===== src/rtl/pc_fetch_unit_if.sv =====
// Bundles the signals of the fetch unit: the EX redirect, the hazard stall, the
// instruction-memory port and the IF/ID outputs. "master" is the fetch-unit side.
interface pc_fetch_unit_if;
    logic        branch_jump_mux_signal;
    logic [31:0] Branch_jump_PC_OUT;
    logic        hazard_stall;
    logic        imem_busywait;
    logic [31:0] imem_readdata;
    logic        imem_read;
    logic [31:0] imem_address;
    logic [31:0] PC_out;
    logic [31:0] PC_plus4;
    logic [31:0] instruction_out;
    logic        if_id_valid;
    logic        flush;
    logic        misaligned_trap;

    modport master (
        input  branch_jump_mux_signal, Branch_jump_PC_OUT, hazard_stall,
               imem_busywait, imem_readdata,
        output imem_read, imem_address, PC_out, PC_plus4, instruction_out,
               if_id_valid, flush, misaligned_trap
    );

    modport slave (
        output branch_jump_mux_signal, Branch_jump_PC_OUT, hazard_stall,
               imem_busywait, imem_readdata,
        input  imem_read, imem_address, PC_out, PC_plus4, instruction_out,
               if_id_valid, flush, misaligned_trap
    );
endinterface


===== src/rtl/pc_fetch_unit.sv =====
// Fetch-stage PC and instruction-fetch controller with EX redirect and flush.
// Optional macro REDIRECT_ALIGN_CHECK_EN: force target bits[1:0] to 0 and pulse misaligned_trap.
module pc_fetch_unit #(
    parameter logic [31:0] RESET_PC = 32'h0000_0000
) (
    input logic            CLK,
    input logic            RESET,
    pc_fetch_unit_if.master bus
);
    typedef enum logic [1:0] {IDLE, FETCH, DRAIN} state_t;

    state_t      state, state_nx;
    logic [31:0] pc, pc_nx;
    logic [31:0] pending_pc, pending_nx;
    logic [31:0] pc_out, pc_out_nx;
    logic [31:0] instr, instr_nx;
    logic        valid, valid_nx;
    logic        flush, flush_nx;
    logic        trap, trap_nx;
    logic [31:0] target;
    logic        target_mis;

`ifdef REDIRECT_ALIGN_CHECK_EN
    assign target     = {bus.Branch_jump_PC_OUT[31:2], 2'b00};
    assign target_mis = |bus.Branch_jump_PC_OUT[1:0];
`else
    assign target     = bus.Branch_jump_PC_OUT;
    assign target_mis = 1'b0;
`endif

    always_ff @(posedge CLK) begin
        if (!RESET) begin
            state      <= IDLE;
            pc         <= RESET_PC;
            pending_pc <= RESET_PC;
            pc_out     <= 32'd0;
            instr      <= 32'd0;
            valid      <= 1'b0;
            flush      <= 1'b0;
            trap       <= 1'b0;
        end else begin
            state      <= state_nx;
            pc         <= pc_nx;
            pending_pc <= pending_nx;
            pc_out     <= pc_out_nx;
            instr      <= instr_nx;
            valid      <= valid_nx;
            flush      <= flush_nx;
            trap       <= trap_nx;
        end
    end

    always_comb begin
        state_nx   = state;
        pc_nx      = pc;
        pending_nx = pending_pc;
        pc_out_nx  = pc_out;
        instr_nx   = instr;
        valid_nx   = valid;
        flush_nx   = 1'b0;
        trap_nx    = 1'b0;
        case (state)
            IDLE: state_nx = FETCH;
            FETCH: begin
                if (bus.branch_jump_mux_signal) begin
                    flush_nx = 1'b1;
                    trap_nx  = target_mis;
                    valid_nx = 1'b0;
                    // A busy memory must finish its access before the target is issued.
                    if (bus.imem_busywait) begin
                        pending_nx = target;
                        state_nx   = DRAIN;
                    end else begin
                        pc_nx = target;
                    end
                end else if (!bus.hazard_stall) begin
                    if (bus.imem_busywait) begin
                        valid_nx = 1'b0;
                    end else begin
                        instr_nx  = bus.imem_readdata;
                        pc_out_nx = pc;
                        valid_nx  = 1'b1;
                        pc_nx     = pc + 32'd4;
                    end
                end
            end
            DRAIN: begin
                valid_nx = 1'b0;
                if (bus.branch_jump_mux_signal) begin
                    pending_nx = target;
                    flush_nx   = 1'b1;
                    trap_nx    = target_mis;
                end
                // The abandoned word is dropped; the newest target wins.
                if (!bus.imem_busywait) begin
                    pc_nx    = bus.branch_jump_mux_signal ? target : pending_pc;
                    state_nx = FETCH;
                end
            end
            default: state_nx = IDLE;
        endcase
    end

    assign bus.imem_read       = (state != IDLE);
    assign bus.imem_address    = pc;
    assign bus.PC_out          = pc_out;
    assign bus.PC_plus4        = pc_out + 32'd4;
    assign bus.instruction_out = instr;
    assign bus.if_id_valid     = valid;
    assign bus.flush           = flush;
    assign bus.misaligned_trap = trap;
endmodule


===== src/flat_wrapper.sv =====
// flat-port wrapper written by rule: the top's interface ports become plain ports
module pc_fetch_unit_flat 
#(
    parameter logic [31:0] RESET_PC = 32'h0000_0000
)
  (CLK, RESET, bus_branch_jump_mux_signal, bus_Branch_jump_PC_OUT, bus_hazard_stall, bus_imem_busywait, bus_imem_readdata, bus_imem_read, bus_imem_address, bus_PC_out, bus_PC_plus4, bus_instruction_out, bus_if_id_valid, bus_flush, bus_misaligned_trap);
  pc_fetch_unit_if bus_i ();
  input logic CLK;
  input logic RESET;
  input wire logic [$bits(bus_i.branch_jump_mux_signal)-1:0] bus_branch_jump_mux_signal;
  input wire logic [$bits(bus_i.Branch_jump_PC_OUT)-1:0] bus_Branch_jump_PC_OUT;
  input wire logic [$bits(bus_i.hazard_stall)-1:0] bus_hazard_stall;
  input wire logic [$bits(bus_i.imem_busywait)-1:0] bus_imem_busywait;
  input wire logic [$bits(bus_i.imem_readdata)-1:0] bus_imem_readdata;
  output wire logic [$bits(bus_i.imem_read)-1:0] bus_imem_read;
  output wire logic [$bits(bus_i.imem_address)-1:0] bus_imem_address;
  output wire logic [$bits(bus_i.PC_out)-1:0] bus_PC_out;
  output wire logic [$bits(bus_i.PC_plus4)-1:0] bus_PC_plus4;
  output wire logic [$bits(bus_i.instruction_out)-1:0] bus_instruction_out;
  output wire logic [$bits(bus_i.if_id_valid)-1:0] bus_if_id_valid;
  output wire logic [$bits(bus_i.flush)-1:0] bus_flush;
  output wire logic [$bits(bus_i.misaligned_trap)-1:0] bus_misaligned_trap;
  assign bus_i.branch_jump_mux_signal = bus_branch_jump_mux_signal;
  assign bus_i.Branch_jump_PC_OUT = bus_Branch_jump_PC_OUT;
  assign bus_i.hazard_stall = bus_hazard_stall;
  assign bus_i.imem_busywait = bus_imem_busywait;
  assign bus_i.imem_readdata = bus_imem_readdata;
  assign bus_imem_read = bus_i.imem_read;
  assign bus_imem_address = bus_i.imem_address;
  assign bus_PC_out = bus_i.PC_out;
  assign bus_PC_plus4 = bus_i.PC_plus4;
  assign bus_instruction_out = bus_i.instruction_out;
  assign bus_if_id_valid = bus_i.if_id_valid;
  assign bus_flush = bus_i.flush;
  assign bus_misaligned_trap = bus_i.misaligned_trap;
  pc_fetch_unit #(.RESET_PC(RESET_PC)) u_core (.CLK(CLK), .RESET(RESET), .bus(bus_i));
endmodule

===== config.mk =====
export PLATFORM = sky130hd
export DESIGN_NAME = pc_fetch_unit_flat
export DESIGN_NICKNAME = d
export VERILOG_FILES = /design/src/rtl/pc_fetch_unit_if.sv /design/src/rtl/pc_fetch_unit.sv /design/src/flat_wrapper.sv
export SDC_FILE = /design/constraint.sdc
export NUM_CORES = 1
export LEC_CHECK = 0
export CAP_MARGIN = 20
export CORE_ASPECT_RATIO = 2
export CORE_UTILIZATION = 25
export CTS_CLUSTER_DIAMETER = 60
export DETAILED_ROUTE_END_ITERATION = 8
export GPL_TIMING_DRIVEN = 1
export MAX_ROUTING_LAYER = met4
export PLACE_DENSITY = 0.54
export SETUP_SLACK_MARGIN = 0.05
export SYNTH_ARGS = -nofsm -noshare
export SYNTH_HDL_FRONTEND = slang
export SYNTH_SLANG_ARGS = --single-unit

===== constraint.sdc =====
create_clock -name CLK -period 2.3 [get_ports CLK]
set_input_delay 0.46 -clock CLK [delete_from_list [all_inputs] [get_ports CLK]]
set_output_delay 0.46 -clock CLK [all_outputs]
set_load 0.05 [all_outputs]

==> Word level (Yosys, flattened, before mapping) <==
Cells that the tools add are included.
{ "word_totals": {"word_cells": 48, "register_bits": 132, "output_inout_bits": 132, "in_bits": 69} }
{ "op_classes": {"bitwise_logic": 3, "n_reduce_logical": 10, "n_mux": 19, "add_sub_neg": 2, "eq_ne": 7} }
{ "op_table": {"columns": ["op", "n"], "rows": [
  ["$mux W32", 8],
  ["$pmux W32 S2", 2],
  ["$add A32 B3 Y32 const B", 2],
  ["$ne A2 B2 Y1 const B", 4],
  ["$reduce_and A4 Y1", 2],
  ["$mux W2", 3],
  ["$pmux W2 S3", 1],
  ["$reduce_and A3 Y1", 2],
  ["$mux W1", 4],
  ["$reduce_and A2 Y1", 2],
  ["$reduce_bool A2 Y1", 2],
  ["$ne A3 B3 Y1 const B", 1],
  ["$not A1 Y1", 3],
  ["$eq A2 B1 Y1 const B", 1],
  ["$eq A2 B2 Y1 const B", 1],
  ["$logic_not A2 Y1", 1],
  ["$pmux W1 S2", 1],
  ["$reduce_or A2 Y1", 1]
]} }

==> Depth between registers and ports, before layout <==
Gate-level depths: netlist of run 1.
{ "depth": {"ltp_word": 5, "depth_mapped": 8} }

==> Worst setup path after synthesis of run 1 <==
No wires, ideal clock.
{ "synth_timing": {"path_type": "flip-flop to output port", "start": "register u_core.pc_out[4] (netlist: u_core.bus.PC_out[4])", "end": "output port bus_PC_plus4[30]", "required_ps": 1840, "path_slack_ps": -800, "stages_incl_launch_ff": 7, "n_path_buf": 1, "arrival_ps": 2640, "cell_sequence": "dfxtp_1 and4_1 and2_1 clkbuf_1 nor4b_2 nand4_1 xnor2_1"} }
{ "synth_between": {"elab_chain_cells": 1} }
{ "synth_rtl": {"columns": ["element", "line_no", "text"], "rows": [
  ["start, declared", "pc_fetch_unit.sv:15", "logic [31:0] pc_out, pc_out_nx;"],
  ["start signal, assigned", "pc_fetch_unit.sv:45", "pc_out <= pc_out_nx;"],
  ["$add A32 B3 Y32", "pc_fetch_unit.sv:107", "assign bus.PC_plus4 = pc_out + 32'd4;"],
  ["end, declared", "flat_wrapper.sv:18", "output wire logic [$bits(bus_i.PC_plus4)-1:0] bus_PC_plus4;"]
]} }
Every way passes these cells.

==> Final worst setup path of run 1 <==
{ "layout_timing": {"start": "register u_core.pc_out[4] (netlist: u_core.bus.PC_out[4])", "end": "output port bus_PC_plus4[31]"} }
The elaborated chain is that of the path after synthesis.

==> impl_metrics.yaml, run 1 <==
run_status:
  outcome: "finished, violations left"
  violations: "setup timing"
min_path:
  min_from: "RESET"
  min_path_type: "primary input to register"
  hold_path_end: "u_core.bus.PC_out[24]"
  hold-path-cell-count: 2
power:
  ir_drop_mv: 0.528
  p_sw_mw: 1.98
  p_per_area_nw_per_um2: 579
  switching_share_pct: 30.6
  p_int_mw: 4.48
  clock_power_share_pct: 42.0
  p_comb_share_pct: 18.8
  p_seq_share_pct: 39.2
  p_leak_nw: 4.31
  finalPower_mw: 6.46
final_layout:
  final_common_cell: "nand2_1"
  final_cell_mix: "nand2_1 (261), clkdlybuf4s50_1 (135), dfxtp_1 (110)"
  area_growth_pct: 64.3
  nets: 1198
  final_area_um2: 11200
  layout-drive-gt1-share_pct: 22.0
  diodes: 0
logic_synthesis:
  syn_nets: 956
  synthesis.area_um2: 6790
  synthCells: 882
  synth_edf_count: 0
  ys_types: 69
  synthFlopType: "dfxtp_1"
  synthArstFlopShare_pct: 0
  postSynthAreaPerCell_um2: 7.70
  ys_seq_area_share_pct: 38.9
  yosys_register_bits: 132
  ys_warn_count: 0
route:
  drc_errors: 0
  drtAntennaViolNets: 0
  drtPass1Iterations: 5
  viasPerCell: 4.74
  wl_mm: 24.9
  wl_per_cell_um: 16.8
  vias: 7046
  drt_iter0_drc: 386
worst_setup_path:
  r2r-start: "u_core.state[0]"
  rr_endpoint: "u_core.bus.imem_address[25]"
  reg2reg_depth: 8
  crit_type: "register to output port"
  r2r_slack_ns: 0.22
  startpoint_type: "register"
  endpoint_kind: "output port"
  path_max_fanout: 4
  cp.required_ns: 1.84
  cp.arrival_ns: 2.15
  cp-startpoint: "u_core.bus.PC_out[4]"
grt:
  track_usage_pct: 18.6
  grt_pass1_wl_mm: 38.6
  grt_pass1_vias: 6834
  grt_antenna_before_repair: 0
  grt_max_degree: 65
  overflow: 0
cts:
  htreeDepth: 4
  tritoncts: "built"
  clk_pin_slew_worst_paths_ns: 0.06
  ctsLongestPathBuffers: 2
  cts_buffers: 17
  ctsRootBufferMaster: "clkbuf_16"
  cts_num_sinks: 132
  clock_latency_ns: 0.44
die:
  io_pins: 201
  start_util_pct: 25.3
  dieArea_um2: 27900
  fp.dieW_um: 119
  die_h_um: 235
  floorplan.rows: 85
  core_um2: 26800
timing:
  final_max_slew_viol_count: 0
  rsz0062_at_grt: "true"
  min_period_ns: 2.61
  fin_hold_ws_ns: 0.407
  slew_headroom_pct: 60.3
  fin_skew_ns: 0.00771
  finalHoldViolations: 0
  finalSetupViolations: 15
  tightest_slew_ns: 0.595
  fmax_mhz: 384
  fin_ws_ns: -0.306
  min_period_over_period_pct: 113
placed_design:
  dpl_cell_area_um2: 10200
  numPortBuffers: 199
  gp_congestion: 0.853
  dp_hpwl_mm: 18.7
  place_ws_ns: -0.0646
flow_run:
  drv_cap: 0
## worst max path at each step
stage / end / slack [ns] / cells past startpoint
after floorplan: bus_PC_plus4[31] / -0.05 / 6
after global placement: bus_PC_plus4[24] / -0.05 / 7
after detailed placement: bus_PC_plus4[24] / -0.06 / 7
after CTS: bus_PC_plus4[31] / -0.34 / 6
after global routing: bus_PC_plus4[30] / -0.38 / 7
final: bus_PC_plus4[31] / -0.31 / 6
## critical path: stages, from the launching register on
cell     delay, ns
dfxtp_4       0.34
and4_4        0.24
nand4_1       0.17
or3_4         0.44
nor2_4        0.19
xor2_4        0.18
buf_12        0.15
## kinds of logic (layout without fill, tap and decap cells)
kind of cell | count (synthesis) | count (layout) | share of synthesized area, %
DFF | 132 | 132 | 38.9
and+or+nand+nor | 404 | 404 | 27.4
xor gates and xnor gates | 28 | 28 | 3.61
other | 1 | 1 | 0.0552
adders and majority gates | 5 | 5 | 0.921
muxes | 7 | 7 | 1.07
AOI/OAI and AO/OA | 228 | 228 | 23.3
buffers and inverters | 77 | 332 | 4.70
## cell type report
type / count / area (um^2)
tap: 348 / 435
inverter: 12 / 45.0
multi-input combinational: 673 / 4350
timing repair buffer: 288 / 3030
sequential: 132 / 2710
fill: 2744 / 15600
clock inverter: 15 / 156
clock buffer: 17 / 425
## routing by layer
metal | global-route usage (%) | share of wire (%) | up-vias
li1 | - | - | 3532
met1 | 18.9 | 37 | 3285
met2 | 34.1 | 56 | 184
met3 | 2.65 | 2.8 | 45
met4 | 9.36 | 3.7 | 0
met5 | - | 0 | -
## power by group through the flow
stage               sequential (mW)  clock, mW  combinational (mW)
floorplan                      2.76          0               0.499
global placement               2.57          0                1.23
detailed placement             2.58          0                1.24
CTS                            2.53       2.79                1.23
global route                   2.55       2.89                1.31
finish                         2.53       2.71                1.22
## flip-flops by register name (all words and copies together), names as in the netlist
name                        cells
u_core.bus.PC_out              32
u_core.bus.imem_address        32
u_core.bus.instruction_out     32
u_core.pending_pc              32
u_core.state                    2
u_core.bus.flush                1
u_core.bus.if_id_valid          1
## synth_stat cells (all sizes together), types with 4 or more instances
cell type  count  area, um^2
a21boi       102         766
buf           16        90.1
nand4         22         144
o311ai         6        60.1
clkbuf        49         184
and3          15        93.8
o211ai        19         143
nor3          13        85.1
o21ai         36         180
a21oi         30         150
nor2          27         104
xnor2         17         149
a31oi          6        37.5
nor2b          4        25.0
or3            5        31.3
xor2          11        96.3
ha             5        62.6
o22ai          4        25.0
mux2i          5        50.1
dfxtp        132        2640
and4           9        78.8
nand3         23         130
inv           12        45.0
and2           6        37.5
nand2        266         998
## what timing repair did
item	in CTS	in global routing
setup endpoints to repair	41	30
setup buffers	9	6
pin swaps	19	19
gates resized for setup	62	32
hold buffers	0	0
## metrics by stage
step           util [%]  instances  TNS (ns)
2_1_floorplan         -        882    -0.155
6_report           41.6       1485     -2.84
3_3_place_gp       38.1       1444    -0.116
5_1_grt            41.6       1485     -4.22
3_5_place_dp       38.1       1444    -0.179
4_1_cts            41.2       1485     -3.96
No activity file was read; power rests on OpenSTA's default activity.
==> inputs of run 2 (changes only) <==
Settings changed: CTS_BUF_LIST set to sky130_fd_sc_hd__clkbuf_2, REMOVE_ABC_BUFFERS set to 1.
==> run 2 against run 1 <==
The run ends with DRC, setup timing left. Global-route usage grew 0.48 points. Hold slack lost 0.21 ns. Via count grew 2.3%. Worst setup slack lost 0.47 ns. Critical endpoint unchanged. Highest routed layer unchanged.
==> impl_metrics.yaml, run 2 (same netlist as run 1, synthesis figures left out) <==
power:
  ir_drop_mv: 0.264
  p_int_mw: 3.66
  p_comb_share_pct: 23.6
  p_sw_mw: 1.80
  p_leak_nw: 4.18
  p_seq_share_pct: 46.5
  switching_share_pct: 32.9
  clock_power_share_pct: 29.9
  p_per_area_nw_per_um2: 501
route:
  viasPerCell: 4.78
  drc_errors: 1
  wl_per_cell_um: 16.9
  vias: 7210
  wl_mm: 25.5
  drtAntennaViolNets: 0
  drtPass1Iterations: 7
  drt_iter0_drc: 312
timing:
  fin_skew_ns: 0.0477
  min_period_ns: 3.08
  rsz0062_at_grt: "true"
  final_max_slew_viol_count: 0
  slew_headroom_pct: 63.4
  finalHoldViolations: 0
  finalSetupViolations: 26
  fmax_mhz: 325
  fin_hold_ws_ns: 0.202
  min_period_over_period_pct: 134
  fin_ws_ns: -0.778
  tightest_slew_ns: 0.549
final_layout:
  area_growth_pct: 60.6
  layout-drive-gt1-share_pct: 28.8
  final_common_cell: "nand2_1"
  final_area_um2: 10900
  final_cell_mix: "nand2_1 (262), dfxtp_1 (110), a21boi_0 (101)"
  nets: 1218
  fill_cells: 2787
placed_design:
  dpl_cell_area_um2: 10000
  numPortBuffers: 199
  dp_hpwl_mm: 19.1
  gp_congestion: 0.839
cts:
  cts_buffers: 17
  htreeDepth: 4
  tritoncts: "built"
  cts_num_sinks: 132
  ctsRootBufferMaster: "clkbuf_2"
  ctsLongestPathBuffers: 2
  clk_pin_slew_worst_paths_ns: 0.22
  clock_latency_ns: 0.78
worst_setup_path:
  path_max_fanout: 4
  crit_type: "register to output port"
  cp_cell_sequence: "and4_4, nand4_1, buf_4, or3_4, nor2_2, xor2_1, clkbuf_16"
  cp.required_ns: 1.84
  startpoint_type: "register"
  cp.arrival_ns: 2.62
  cpPeakStageDelay_ns: 0.38
  endpoint_kind: "output port"
  cp_slowest_cell: "or3_4"
  crit_family: "simple AND/OR/NAND/NOR gates"
  path_buf_inv: 2
grt:
  grt_max_degree: 65
  grt_pass1_vias: 7242
  grt_pass1_wl_mm: 39.9
  overflow: 0
  track_usage_pct: 19.0
  grt_antenna_before_repair: 2
die:
  start_util_pct: 25.3
  dieArea_um2: 27900
  fp.dieW_um: 119
  core_um2: 26800
  die_h_um: 235
  io_pins: 201
  floorplan.rows: 85
run_status:
  outcome: "finished, violations left"
  violations: "DRC, setup timing"
min_path:
  min_path_type: "primary input to register"
flow_run:
  drv_cap: 0
run 2: cell count changes in the layout (fill, tap and decap cells not counted), moves of 5 or more:
cell             change
buf_4               +10
dfxtp_4             -15
dfxtp_2             +15
clkbuf_2            +25
clkdlybuf4s15_1     +16
dlymetal6s2s_1       -9
clkdlybuf4s50_1     -68
buf_2               +17
clkbuf_16           -15
dlygate4sd2_1        -8
xor2_1               +5
buf_8                +5
xor2_4               -6
clkdlybuf4s15_2     +45
run 2: path summary, 6_finish.rpt:
kind	start	end	slack, ns	cells after the start
max	u_core.bus.PC_out[11]	bus_PC_plus4[31]	-0.78	7
min	bus_imem_readdata[21]	u_core.bus.instruction_out[21]	0.20	3
max reg2reg	u_core.state[1]	u_core.bus.imem_address[27]	0.18	8
min reg2reg	u_core.bus.instruction_out[25]	u_core.bus.instruction_out[25]	0.47	2
run 2: final cells by class:
cell class | count | area, um^2 | share of cell area, %
antenna | 2 | 5.00 | 0.0459
clock buffer | 21 | 105 | 0.964
multi-input combinational | 673 | 4250 | 38.9
tap | 348 | 435 | 3.99
inverter | 12 | 45.0 | 0.413
clock inverter | 11 | 159 | 1.46
sequential | 132 | 2670 | 24.5
timing repair buffer | 308 | 3240 | 29.7
run 2: stage by stage:
step / cells / total power [mW] / utilization (%) / TNS, ns / setup WS, ns
6_report: 1507 / 5.46 / 40.7 / -12.97 / -0.778
2_1_floorplan: 817 / 3.20 / - / -79.57 / -0.781
3_5_place_dp: 1458 / 3.89 / 37.5 / -1.10 / -0.238
5_1_grt: 1507 / 5.74 / 40.7 / -17.31 / -0.940
3_3_place_gp: 1458 / 3.88 / 37.5 / -0.770 / -0.210
4_1_cts: 1500 / 5.56 / 40.3 / -16.70 / -0.943
run 2: routing by layer:
layer | part of all wire [%] | track usage [%] | vias to the layer above
li1 | - | - | 3577
met4 | 3.4 | 9.24 | 0
met1 | 36 | 18.0 | 3397
met3 | 3.4 | 3.03 | 45
met5 | 0 | - | -
met2 | 57 | 36.5 | 191
run 2: worst min-delay path: cells and delay by family:
family | cells | cell delay, ns
buf+inv | 1 | 0.39
simple gates | 1 | 0.05
compound gates | 1 | 0.06
run 2: timing repair:
action / 4_1_cts / 5_1_grt
endpoints found under the hold margin: 9 / 0
pin swaps: 24 / 13
hold buffers: 1 / 0
setup buffers: 9 / 10
endpoints found under the setup margin: 128 / 52
gates resized for setup: 373 / 54
run 2: power by group through the flow:
| stage | combinational (mW) | sequential, mW | clock [mW] |
|---|---|---|---|
| 2_1_floorplan | 0.418 | 2.78 | 0 |
| 5_1_grt | 1.39 | 2.56 | 1.79 |
| 3_5_place_dp | 1.31 | 2.58 | 0 |
| 6_report | 1.29 | 2.54 | 1.63 |
| 4_1_cts | 1.30 | 2.54 | 1.72 |
| 3_3_place_gp | 1.30 | 2.58 | 0 |
==> inputs of run 3 (changes only) <==
Settings changed: TNS_END_PERCENT set to 1.
==> run 3 against run 2 <==
The flow still finishes with violations (DRC, setup timing). Sequential share of layout area grew 0.92 points. Critical path type unchanged. Highest routed layer unchanged. Sequential power hardly changed. Critical path depth did not move. Non-clock buffer count fell by 14. Global-route usage fell by 0.11 points.
==> impl_metrics.yaml, run 3 (same netlist as run 1, synthesis figures left out) <==
worst_setup_path:
  cp.required_ns: 1.84
  cp_cell_sequence: "and4_4, nand4_1, buf_4, or3_4, nor2_2, xor2_1, clkbuf_16"
  cp_slowest_cell: "or3_4"
  path_buf_inv: 2
  path_max_fanout: 4
  cp-startpoint: "u_core.bus.PC_out[11]"
  crit_cells: 7
  endpoint_kind: "output port"
  cp.arrival_ns: 2.63
  crit_type: "register to output port"
  crit_family: "simple AND/OR/NAND/NOR gates"
  startpoint_type: "register"
  critical_path.endpoint: "bus_PC_plus4[31]"
  r2r_slack_ns: 0.19
  reg2reg_depth: 8
  r2r-start: "u_core.state[1]"
  rr_endpoint: "u_core.bus.imem_address[27]"
  cpPeakStageDelay_ns: 0.38
cts:
  cts_num_sinks: 132
  cts_buffers: 17
  clock_latency_ns: 0.79
  ctsRootBufferMaster: "clkbuf_2"
  ctsLongestPathBuffers: 2
  clk_pin_slew_worst_paths_ns: 0.22
  tritoncts: "built"
  htreeDepth: 4
final_layout:
  layout-drive-gt1-share_pct: 26.2
  final_cell_mix: "nand2_1 (266), dfxtp_1 (112), a21boi_0 (101)"
  final_common_cell: "nand2_1"
  area_growth_pct: 54.6
  nets: 1204
  utilization_pct: 39.2
  final_area_um2: 10500
grt:
  grt_pass1_wl_mm: 39.6
  track_usage_pct: 18.9
  overflow: 0
  grt_pass1_vias: 7184
  grt_antenna_before_repair: 2
  grt_max_degree: 65
route:
  vias: 7128
  drtAntennaViolNets: 0
  wl_mm: 25.4
  drt_iter0_drc: 284
  drc_errors: 1
  viasPerCell: 4.77
  wl_per_cell_um: 17.0
  drtPass1Iterations: 7
timing:
  fin_ws_ns: -0.787
  finalSetupViolations: 28
  fmax_mhz: 324
  slew_headroom_pct: 63.1
  tightest_slew_ns: 0.553
  fin_hold_ws_ns: 0.198
  rsz0062_at_grt: "true"
  min_period_ns: 3.09
  finalHoldViolations: 0
  min_period_over_period_pct: 134
  fin_skew_ns: 0.0524
  final_max_slew_viol_count: 0
die:
  fp.dieW_um: 119
  start_util_pct: 25.3
  floorplan.rows: 85
  core_um2: 26800
  dieArea_um2: 27900
  io_pins: 201
  die_h_um: 235
placed_design:
  numPortBuffers: 199
  gp_congestion: 0.839
  dp_hpwl_mm: 19.1
  dpl_cell_area_um2: 10000
run_status:
  outcome: "finished, violations left"
  violations: "DRC, setup timing"
power:
  ir_drop_mv: 0.264
  p_per_area_nw_per_um2: 520
  p_leak_nw: 3.98
flow_run:
  drv_cap: 0
min_path:
  min_path_type: "primary input to register"
[run 3: cell count changes in the layout (fill, tap and decap cells not counted), moves of 3 or more]
cell	delta
buf_6	-9
xnor2_2	+6
nand2_4	-3
and2_4	-3
nand2_1	+4
buf_12	+3
nand3_1	+3
nand3_4	-3
xnor2_4	-7
buf_8	-5
buf_2	-4
[run 3: timing repair]
item | CTS | global route
hold buffers | 1 | 0
resized for setup | 309 | 36
setup buffers | 0 | 0
endpoints found under the setup margin | 128 | 51
pin swaps | 5 | 4
hold endpoints to repair | 9 | 0
[run 3: per-layer routing]
| metal | vias to the layer above | routed length (um) | track usage, % |
|---|---|---|---|
| met4 | 0 | 898 | 9.24 |
| met1 | 3367 | 9250 | 18.0 |
| met5 | - | 0 | - |
| met3 | 46 | 836 | 3.06 |
| li1 | 3549 | - | - |
| met2 | 166 | 14400 | 36.2 |
[run 3: worst register-to-register path, stage by stage, from the launching register on]
cell	delay (ns)
dfxtp_2	0.38
inv_1	0.07
ha_1	0.26
and3b_1	0.26
buf_4	0.16
nor3_4	0.19
buf_12	0.20
nand3_1	0.12
o311ai_1	0.35
[run 3: worst min path at each step]
| stage | from | end | slack [ns] | cells after the start |
|---|---|---|---|---|
| finish | bus_imem_readdata[21] | u_core.bus.instruction_out[21] | 0.20 | 3 |
| global route | bus_imem_readdata[26] | u_core.bus.instruction_out[26] | 0.11 | 3 |
| CTS | bus_imem_readdata[8] | u_core.bus.instruction_out[8] | 0.09 | 3 |
| detailed placement | u_core.pending_pc[24] | u_core.pending_pc[24] | 0.46 | 2 |
| global placement | u_core.pending_pc[12] | u_core.pending_pc[12] | 0.45 | 2 |
| floorplan | u_core.pending_pc[12] | u_core.pending_pc[12] | 0.44 | 2 |
[run 3: final cells by class]
| cell class | count | area (um^2) |
|---|---|---|
| repair buffers | 294 | 3050 |
| fillers | 2834 | 16300 |
| multi-input cells | 673 | 4030 |
| well taps | 348 | 435 |
| flip-flops and latches | 132 | 2670 |
| clock inverters | 11 | 159 |
| clock buffers | 21 | 105 |
| diodes | 2 | 5.00 |
| inverters | 12 | 45.0 |
[run 3: power by group]
| part | switching, mW | internal, mW | leakage [nW] |
|---|---|---|---|
| sequential | 0.112 | 2.43 | 1.08 |
| clock | 0.914 | 0.722 | 0.163 |
| combinational | 0.775 | 0.509 | 2.74 |
| total | 1.80 | 3.66 | 3.98 |
[run 3: per-stage QoR]
stage	setup TNS, ns	power [mW]	std cells	worst slack [ns]
after floorplan	-79.57	3.20	817	-0.781
after global placement	-0.770	3.88	1458	-0.210
after detailed placement	-1.10	3.89	1458	-0.238
after CTS	-16.49	5.55	1491	-0.952
after global routing	-17.29	5.73	1493	-0.956
final	-12.37	5.46	1493	-0.787
==> patch, RTL diff (settings of run 3) <==
Encoding of `state_t`: now one-hot (3 bits for 3 states).
--- a/src/rtl/pc_fetch_unit.sv
+++ b/src/rtl/pc_fetch_unit.sv
@@ -8,5 +8,5 @@
     pc_fetch_unit_if.master bus
 );
-    typedef enum logic [1:0] {IDLE, FETCH, DRAIN} state_t;
+    typedef enum logic [2:0] {IDLE = 3'b001, FETCH = 3'b010, DRAIN = 3'b100} state_t;
 
     state_t      state, state_nx;
Behaviour: no difference found for any inputs over 4 cycles, from zero or initial values and one cycle with RESET low; so few cycles prove little.
==> patch against run 3 <==
  * The run ends with setup timing left
  * Sequential cell count is 1 higher
  * Routed wire length is 2.7% lower
  * Global-route usage is 0.62 points higher
  * Area after synthesis is 5.1% lower
  * Final area is 5.3% lower
  * Final cell count is 3.5% lower
  * Worst setup slack better by 18 ps
  * Critical path type unchanged
  * Largest cell class unchanged
Power is not compared: it rests on default switching activity, and its combinational part moved more than twofold at a synthesized area within 25%.
==> patch: results <==
group,metric,value,unit
outcome,outcome,"finished with violations",
outcome,violations,"setup timing",
clocking,worstSkewPairLatency,770,ps
place,pre_cts_slack,-51.5,ps
sta,timing.final.ws_setup,-769,ps
worst_setup_path,critical_path.startpoint,"u_core.bus.PC_out[3]$_SDFFE_PN0P_",
global_route,grtUsageTotal,0.196,
synthesis,synth_cell_types,65,
cells_and_area,drive_above_1_share,0.237,
clocking,path_clk_slew,190,ps
synthesis,yosysSeqAreaShare,0.413,
place,dp_hpwl,18.5,mm
global_route,grt_pass1_wl,37.8,mm
sta,finalClockSkew,38.4,ps
cells_and_area,nNetsFinal,1166,
route,routedWlPerCell,17.1,um
synthesis,synth_adder_area_share,0.00388,
worst_setup_path,r2r_cells,5,
cells_and_area,nonClkBufAreaFrac,0.290,
cells_and_area,inv_count,8,
worst_setup_path,reg2reg_slack,360,ps
synthesis,synth_mux_area_frac,0.00796,
synthesis,synth_compound_area_frac,0.201,
worst_setup_path,timing.rr.start,"u_core.bus.imem_address[15]$_SDFFE_PN0P_",
synthesis,synthTopCellsByCount,"260 x nand2_1, 133 x dfxtp_1, 132 x a21oi_1, 41 x clkbuf_1, 30 x o21ai_0",
cells_and_area,register_area,2690,um^2
cells_and_area,num_antenna_cells,1,
cells_and_area,clkCellAreaFrac,0.0162,
sta,tightest_slew,525,ps
sta,final.setup.tns,-12400,ps
cells_and_area,num-multi-input-gates,659,
synthesis,synthTopCellsByArea,"dfxtp_1 41%, nand2_1 15%, a21oi_1 10%, xnor2_1 2.9%, clkbuf_1 2.4%",
sta,setup_viol,26,
cells_and_area,n_all_buffers,276,
min_path,min_from,"bus_imem_readdata[15]",
cells_and_area,multi_input_area,3750,um^2
cells_and_area,n_fill_cell,2632,
clocking,root_buffer,"clkbuf_2",
cells_and_area,clock_buffers,19,
route,firstDrtPassIters,5,
global_route,first_global_vias,6718,
place,dp_cells,1410,
global_route,grt_max_degree,56,
route,vias,7005,
clocking,cts_sinks,133,
min_path,holdPathEnd,"u_core.bus.instruction_out[15]$_SDFFE_PN0P_",
place,gp_congestion,0.832,
worst_setup_path,r2r-end,"u_core.bus.imem_address[30]$_SDFFE_PN0P_",
global_route,antenna_found_initial,1,
synthesis,synth_xor_area_frac,0.0381,
worst_setup_path,worstPathArrival,2610,ps
route,viasPerCell,4.86,
synthesis,syn_inst,863,
sta,worst_hold_slack,237,ps
-- patch: changes by cell type after synthesis, sizes merged, moves of 5 or more --
| cell | delta |
|---|---|
| and3 | -8 |
| buf | +6 |
| nand4 | -5 |
| clkbuf | -8 |
| nor2b | +6 |
| o21ai | -5 |
| nand2b | +8 |
| a21boi | -102 |
| a32o | +5 |
| o211ai | -16 |
| a21oi | +102 |
| nand2 | -6 |
-- patch: per-layer routing --
metal | GRT usage | wire length [um] | part of all wire
met5 | - | 0 | 0
met4 | 0.0893 | 892 | 0.036
met3 | 0.0318 | 989 | 0.040
met2 | 0.360 | 13700 | 0.56
met1 | 0.196 | 9080 | 0.37
-- patch: worst max-delay path, stage by stage (launching register included) --
cell and delay [ps]:
dfxtp_2 380, nand2_1 150, or4_4 540, or2_4 290, nor3_2 140, xnor2_1 190
buf_12 170
-- patch: what timing repair did --
item / in CTS / in global routing
pin swaps: 5 / 6
gates resized for setup: 229 / 54
hold endpoints to repair: 0 / 0
setup endpoints to repair: 123 / 52
setup buffers: 1 / 1
